`src/rtl/pipe_ctrl.sv`:
```
// pipe_ctrl -- pipeline hazard controller for the five-stage RV64 core.
//
// Turns hazard reports into per-stage stall/flush vectors and a PC redirect.
// Bit order of stall_o/flush_o: [0] pc, [1] if_id, [2] id_ex, [3] ex_mem,
// [4] mem_wb. Outputs are combinational from the current state and inputs;
// state, saved return state, pending redirect PC and counters are registered.
//
// Ports:
//   clk, rst                 clock, asynchronous active-high reset
//   rs_id_ex_hit_i           ID source matches EX destination
//   ex_is_load_i             EX holds a load
//   jump_i, jump_addr_i      EX resolved taken jump/branch and its target
//   trap_i, trap_addr_i      trap request and trap vector
//   ifetch_busy_i            instruction fetch not ready
//   dmem_busy_i              MEM-stage data access not complete
//   muldiv_start_i/done_i    mul/div entered EX / result valid
//   stall_o, flush_o         per-register hold / bubble vectors
//   redirect_o, redirect_pc_o  load PC with redirect_pc_o
//   muldiv_kill_o            abort in-flight mul/div
//   state_o                  0 RUN, 1 MEM_WAIT, 2 MULDIV, 3 REDIR_PEND
//   stall_cnt_o, redir_cnt_o saturating counters of PC-stall / redirect cycles
module pipe_ctrl #(
  parameter int CNT_W = 32
) (
  input  logic             clk,
  input  logic             rst,
  input  logic             rs_id_ex_hit_i,
  input  logic             ex_is_load_i,
  input  logic             jump_i,
  input  logic [63:0]      jump_addr_i,
  input  logic             trap_i,
  input  logic [63:0]      trap_addr_i,
  input  logic             ifetch_busy_i,
  input  logic             dmem_busy_i,
  input  logic             muldiv_start_i,
  input  logic             muldiv_done_i,
  output logic [4:0]       stall_o,
  output logic [4:0]       flush_o,
  output logic             redirect_o,
  output logic [63:0]      redirect_pc_o,
  output logic             muldiv_kill_o,
  output logic [1:0]       state_o,
  output logic [CNT_W-1:0] stall_cnt_o,
  output logic [CNT_W-1:0] redir_cnt_o
);

  typedef enum logic [1:0] {
    ST_RUN        = 2'd0,
    ST_MEM_WAIT   = 2'd1,
    ST_MULDIV     = 2'd2,
    ST_REDIR_PEND = 2'd3
  } state_t;

  state_t      state, state_nxt;
  state_t      ret_state, ret_nxt;
  state_t      eff_state, base_state;
  logic [63:0] pend_pc, pend_nxt;

  function automatic logic [CNT_W-1:0] sat_inc(input logic [CNT_W-1:0] v,
                                               input logic en);
    if (en && (v != {CNT_W{1'b1}}))
      return v + {{(CNT_W-1){1'b0}}, 1'b1};
    return v;
  endfunction

  always_comb begin
    stall_o       = 5'b00000;
    flush_o       = 5'b00000;
    redirect_o    = 1'b0;
    redirect_pc_o = 64'd0;
    muldiv_kill_o = 1'b0;
    state_nxt     = state;
    ret_nxt       = ret_state;
    pend_nxt      = pend_pc;

    // While waiting on memory the pipeline is logically still in the state it
    // came from; once busy drops that state resumes in the same cycle.
    eff_state = (state == ST_MEM_WAIT) ? ret_state : state;
    // The mul/div done cycle behaves as RUN for everything below it.
    base_state = (eff_state == ST_MULDIV && muldiv_done_i) ? ST_RUN : eff_state;

    if (trap_i) begin
      redirect_o    = 1'b1;
      redirect_pc_o = trap_addr_i;
      flush_o       = 5'b01110;
      muldiv_kill_o = (state == ST_MULDIV);
      state_nxt     = ST_RUN;
      ret_nxt       = ST_RUN;
      pend_nxt      = 64'd0;
    end else if (dmem_busy_i) begin
      stall_o   = 5'b01111;
      flush_o   = 5'b10000;
      state_nxt = ST_MEM_WAIT;
      // A mul/div that completes under the memory stall must not be resumed.
      ret_nxt   = base_state;
    end else begin
      state_nxt = base_state;
      if (base_state == ST_MULDIV || (base_state == ST_RUN && muldiv_start_i)) begin
        stall_o   = 5'b00111;
        flush_o   = 5'b01000;
        state_nxt = ST_MULDIV;
      end else if (base_state == ST_RUN && jump_i) begin
        flush_o = 5'b00110;
        if (!ifetch_busy_i) begin
          redirect_o    = 1'b1;
          redirect_pc_o = jump_addr_i;
        end else begin
          pend_nxt  = jump_addr_i;
          state_nxt = ST_REDIR_PEND;
        end
      end else if (base_state == ST_REDIR_PEND) begin
        stall_o = 5'b00001;
        flush_o = 5'b00010;
        if (!ifetch_busy_i) begin
          redirect_o    = 1'b1;
          redirect_pc_o = pend_pc;
          state_nxt     = ST_RUN;
        end
      end else if (rs_id_ex_hit_i && ex_is_load_i) begin
        stall_o = 5'b00011;
        flush_o = 5'b00100;
      end else if (ifetch_busy_i) begin
        stall_o = 5'b00001;
        flush_o = 5'b00010;
      end
    end
  end

  always_ff @(posedge clk or posedge rst) begin
    if (rst) begin
      state       <= ST_RUN;
      ret_state   <= ST_RUN;
      pend_pc     <= 64'd0;
      stall_cnt_o <= '0;
      redir_cnt_o <= '0;
    end else begin
      state       <= state_nxt;
      ret_state   <= ret_nxt;
      pend_pc     <= pend_nxt;
      stall_cnt_o <= sat_inc(stall_cnt_o, stall_o[0]);
      redir_cnt_o <= sat_inc(redir_cnt_o, redirect_o);
    end
  end

  assign state_o = state;

endmodule

```
`config.mk`:
```
export PLATFORM = sky130hd
export DESIGN_NAME = pipe_ctrl
export DESIGN_NICKNAME = d
export VERILOG_FILES = /design/src/rtl/pipe_ctrl.sv
export SDC_FILE = /design/constraint.sdc
export NUM_CORES = 1
export LEC_CHECK = 0
export ABC_CLOCK_PERIOD_IN_PS = 9250
export CAP_MARGIN = 15
export CORE_MARGIN = 3
export CORE_UTILIZATION = 25
export CTS_BUF_LIST = sky130_fd_sc_hd__clkbuf_4
export CTS_CLUSTER_DIAMETER = 120
export DETAILED_ROUTE_END_ITERATION = 10
export GPL_TIMING_DRIVEN = 1
export HOLD_SLACK_MARGIN = 0.02
export PLACE_DENSITY = 0.48
export RECOVER_POWER = 25
export SLEW_MARGIN = 15
export SYNTH_ARGS = -nofsm -noshare
export SYNTH_HDL_FRONTEND = slang
export SYNTH_SLANG_ARGS = --single-unit
export TNS_END_PERCENT = 5
```
`constraint.sdc`:
```
create_clock -name clk -period 9.25 [get_ports clk]
set_clock_uncertainty 0.1 [all_clocks]
set_input_delay 1.3875 -clock clk [delete_from_list [all_inputs] [get_ports clk]]
set_output_delay 1.3875 -clock clk [all_outputs]
set_load 0.005 [all_outputs]
```
---- Word-level counts from Yosys, hierarchy flattened ----
Cells that the tools add are included.
W data, S select, Z words.
word-level totals
  flip-flop bits (word level) ............. 132
  output and inout bits ................... 142
  bits of input ports ..................... 138
operators by class
  multiplexer cells ....................... 48
  equality and inequality tests ........... 9
  $add $sub $neg .......................... 2
  reductions and logical operators ........ 12
operators with widths
  kind                     count
  $mux W64                 12
  $add A32 B1 Y32 const B  2
  $mux W32                 2
  $ne A32 B32 Y1 const B   2
  $mux W2                  15
  $mux W3                  4
  $mux W4                  3
  $mux W1                  10
  $mux W5                  2
  $eq A2 B2 Y1 const B     4
  $logic_and A1 B1 Y1      6
  $reduce_bool A2 Y1       3
  $ne A2 B2 Y1 const B     2
  $reduce_and A4 Y1        1
  $eq A2 B1 Y1 const B     1
  $logic_not A2 Y1         1
  $logic_or A1 B1 Y1       1

---- Longest topological paths before layout ----
  word-level depth ........................ 13
  gate-level depth with buffers ........... 10
  gate-level depth less buffers ........... 7

---- Least setup slack after synthesis ----
Ideal clock, no wire load.
  path kind ............................... input-to-output
  start ................................... input muldiv_start_i
  end ..................................... output redirect_pc_o[39]
  buffers on the path ..................... 2
  arrival ................................. 3.001 ns
  cell stages on the path ................. 6
  setup slack ............................. 4.762 ns
  data required time ...................... 7.763 ns
  cells stage by stage .................... or3_1 > a31o_2 > or3_1 > clkbuf_1 > clkbuf_1 > o21ai_0
on the way
  longest elaborated chain between the ends .. 5
ends and longest elaborated chain
  what                 line  text
  start, declared      35    input logic muldiv_start_i,
  $logic_and A1 B1 Y1  98    if (base_state == ST_MULDIV || (base_state == ST_RUN && muldiv_start_i)) begin
  $logic_or A1 B1 Y1   98
  $mux W64             98
  $mux W64             90    end else if (dmem_busy_i) begin
  $mux W64             82    if (trap_i) begin
  end, declared        40    output logic [63:0] redirect_pc_o,
Every way passes these cells.

---- Worst setup path in the final report ----
  start ................................... input muldiv_done_i
  end ..................................... output redirect_pc_o[54]
on the way
  longest elaborated chain between the ends .. 8
ends and longest elaborated chain
  what                                                     line          text
  start, declared                                          36            input logic muldiv_done_i,
  $logic_and A1 B1 Y1 (*)                                  80            base_state = (eff_state == ST_MULDIV && muldiv_done_i) ? ST_RUN : eff_state;
  $mux W2 (*)                                              80
  $eq A2 B2 Y1 / $logic_not A2 Y1 (equally long branches)  111, 98, 102
  $mux W64 (tied with other cells)                         111           end else if (base_state == ST_REDIR_PEND) begin
  $mux W64 / $logic_or A1 B1 Y1 (equally long branches)    102, 98
  $mux W64 (*)                                             98
  $mux W64 (*)                                             90
  $mux W64 (*)                                             82
Mark *: on every way between the ends. The rest lies on a longest branch, timed or not.

==> results.md <==
* Post-DRT Antenna Nets at 0
* PortBufs at 277
* Num rows at 62
* Most numerous cell in the Yosys netlist: dfrtp_1
* Vias in the first global route at 6637
* Hold Startpoint: redir_cnt_o[15]
* Clock root cell: clkbuf_4
* Nature of the critical path startpoint: primary input
* Dpl cell area at 0.0104 mm²
* Number of synthesized flops with an enable pin at 0
* Status: finished, violations left
* Core footprint at 0.0288 mm²
* Non-Filler Instances at 1417
* Synth area leader: dfrtp_1
* P per Cell Area at 142 mW/mm²
* Layout Nets at 1159
* H-tree depth at 4
* Clock tree sinks at 132
* Setup crit start: muldiv_done_i
* Pre-CTS WS at 3.12 ns
* Grt total ovfl at 0
* Post-synth top cells: dfrtp_1, nand2_1, o21ai_0, mux2i_1, a22o_1
* Die width at 177 µm
* Via count at 6653
* Clock transition at path regs at 0.11 ns
* Period utilization at 66.7%
* Min-delay worst type: reg -> reg
* DRC at 0
* Count of TritonRoute iterations in the first routing pass at 4
* PnR worst setup slack at 3.08 ns
* Filler instances at 2929
* Reg2reg start: state_o[1]
* Peak VDD IR at 0.000109 V
* CTS resizes at 0
* Pleak at 4.38 nW
* Post-synth ARST share at 100%
* CTS tree: yes
* CP Class: in -> out
* RSZ-0062 raised after global routing: false
* Wire length per cell at 17.4 µm
* Crit. End Element: primary output
* Period minus WS final at 6.17 ns
* Die area at 0.0314 mm²
* DR vias/cell at 4.70
* Detailed placement HPWL at 17.2 mm
* Share of layout cells above drive strength 1 at 5.81%
* Hold Fails Final Rpt at 0
* Global-route wire length before repair at 38.6 mm
* Hold WS at 0.403 ns
* Latest clock arrival within the worst-skew pair at 0.54 ns
* Mapped Area at 0.00734 mm²
* Clock Path Buffers at 2
* TritonCTS buffer count at 17
* Slew Limit Fails at 66
* Final GP Congestion at 0.748
* Slew margin rel. at -103%
* Final core utilization at 37.5%
* Tot GR Track Use at 15.5%
* Synth warnings at 0
* Setup TNS Final at 0 ns
* Hold_buf cts at 0
* CP required at 7.76 ns
* Initial drt markers at 333
* Antenna violations before repair at 1
* Die Height at 177 µm
* Top area cells in the synthesized netlist: dfrtp_1, mux2i_1, a22o_1
* Total wire length at 24.7 mm
* Sequential share of the synthesized area at 45.0%
* Highest Clock Rate at 0.162 GHz
* Slew @ Worst Pin at 3.02 ns
* Worst-path maximum fanout at 31
* Dominant synthesized flop cell: dfrtp_1
* IO Pins at 280
* Failing checks: capacitance limit, slew limit
* Power Total at 1.53 mW
* Distinct cells, synth at 58
* Placed instance count at 1384
* Maxcap violations at 1
* CP arrival at 4.68 ns
* Cells after Synth at 768
* Setup bufs post-CTS at 0
* Area Growth Syn to Fin at 46.9%
* Fin area at 0.0108 mm²
* Syn avg cell area at 9.56 µm²
* Flops & latches, synth at 132
* Pin count of the biggest net entering global routing at 74
* Initial core utilization at 25.5%
* Setup Viol. Count Final at 0
* Yosys top cell area share at 45.0%
worst max-delay path: stages:
cell,delay [ns]
dlygate4sd3_1,0.63
inv_1,0.06
o21ai_0,0.26
nand3_1,0.79
o21ai_0,0.31
nand3_1,0.40
o21ai_0,0.30
clkdlybuf4s50_1,0.54
state kept, by name, summed over array words and instances (netlist names):
| signal | count |
|---|---|
| state_o | 2 |
| stall_cnt_o | 32 |
| ret_state | 2 |
| redir_cnt_o | 32 |
| pend_pc | 64 |
metal layers:
metal | share of wire (%) | wire length [µm] | track usage (%) | vias up
met5 | 0 | 0 | 0 | -
met3 | 5.7 | 1400 | 4.17 | 17
li1 | - | - | - | 3271
met4 | 1.5 | 367 | 3.70 | 0
met2 | 46 | 11300 | 24.0 | 187
met1 | 47 | 11600 | 21.5 | 3178
area by class of cell:
class	instances	area [µm²]	share of cell area [%]
Tap cell	384	480	4.46
Timing Repair Buffer	285	2830	26.3
Multi-Input combinational cell	569	3760	34.9
Clock buffer	19	143	1.32
Clock inverter	13	205	1.90
Inverter	14	53.8	0.499
Antenna cell	1	2.50	0.0232
Sequential cell	132	3300	30.6
power breakdown:
group / leakage, nW / switching (mW) / total [mW] / internal, mW
combinational: 2.46 / 0.152 / 0.366 / 0.214
sequential: 1.74 / 0.0604 / 0.682 / 0.622
clock: 0.183 / 0.238 / 0.486 / 0.248
total: 4.38 / 0.451 / 1.53 / 1.08
logic make-up after synthesis:
logic type | count (synthesis) | share of synthesized area (%)
muxes | 67 | 9.17
adders and majority gates | 2 | 0.341
AOI/OAI and AO/OA | 166 | 14.7
and+or+nand+nor | 270 | 19.4
DFF | 132 | 45.0
buffers and inverters | 68 | 3.96
xor gates and xnor gates | 62 | 7.40
other | 1 | 0.0511
final timing paths:
kind / slack [ns] / depth (start not counted) / endpoint
hold / removal: 0.40 / 1 / redir_cnt_o[15]
setup / recovery: 3.08 / 8 / redirect_pc_o[54]
setup reg to reg: 5.87 / 7 / redir_cnt_o[1]
max in group asynchronous: 5.01 / 3 / pend_pc[0]
hold reg to reg: 0.40 / 1 / redir_cnt_o[15]
min in group asynchronous: 2.04 / 2 / stall_cnt_o[1]
cells in the final DEF (no fill, tap or decap), types with 3 or more instances in the layout:
master	synthesis	routed
nor4b_1	3	3
nand2b_1	3	3
nand3_1	23	23
nor4_1	16	16
xor2_1	36	36
nor3_1	16	15
a21oi_1	24	24
o21ai_0	73	72
clkdlybuf4s50_1	0	273
clkbuf_4	0	19
mux2i_1	65	65
a22o_1	49	49
nand2_1	91	91
bufinv_16	0	5
buf_4	3	9
inv_1	13	12
dfrtp_1	132	132
and3_1	7	7
nand4_1	22	22
dlygate4sd3_1	0	3
nor4_2	7	7
nor2_1	40	39
nor3b_1	16	16
or3_1	7	7
xnor2_1	26	26
o21ai_1	2	3
clkinv_1	1	3
or4_1	3	3
Power figures use the tool's default switching activity.
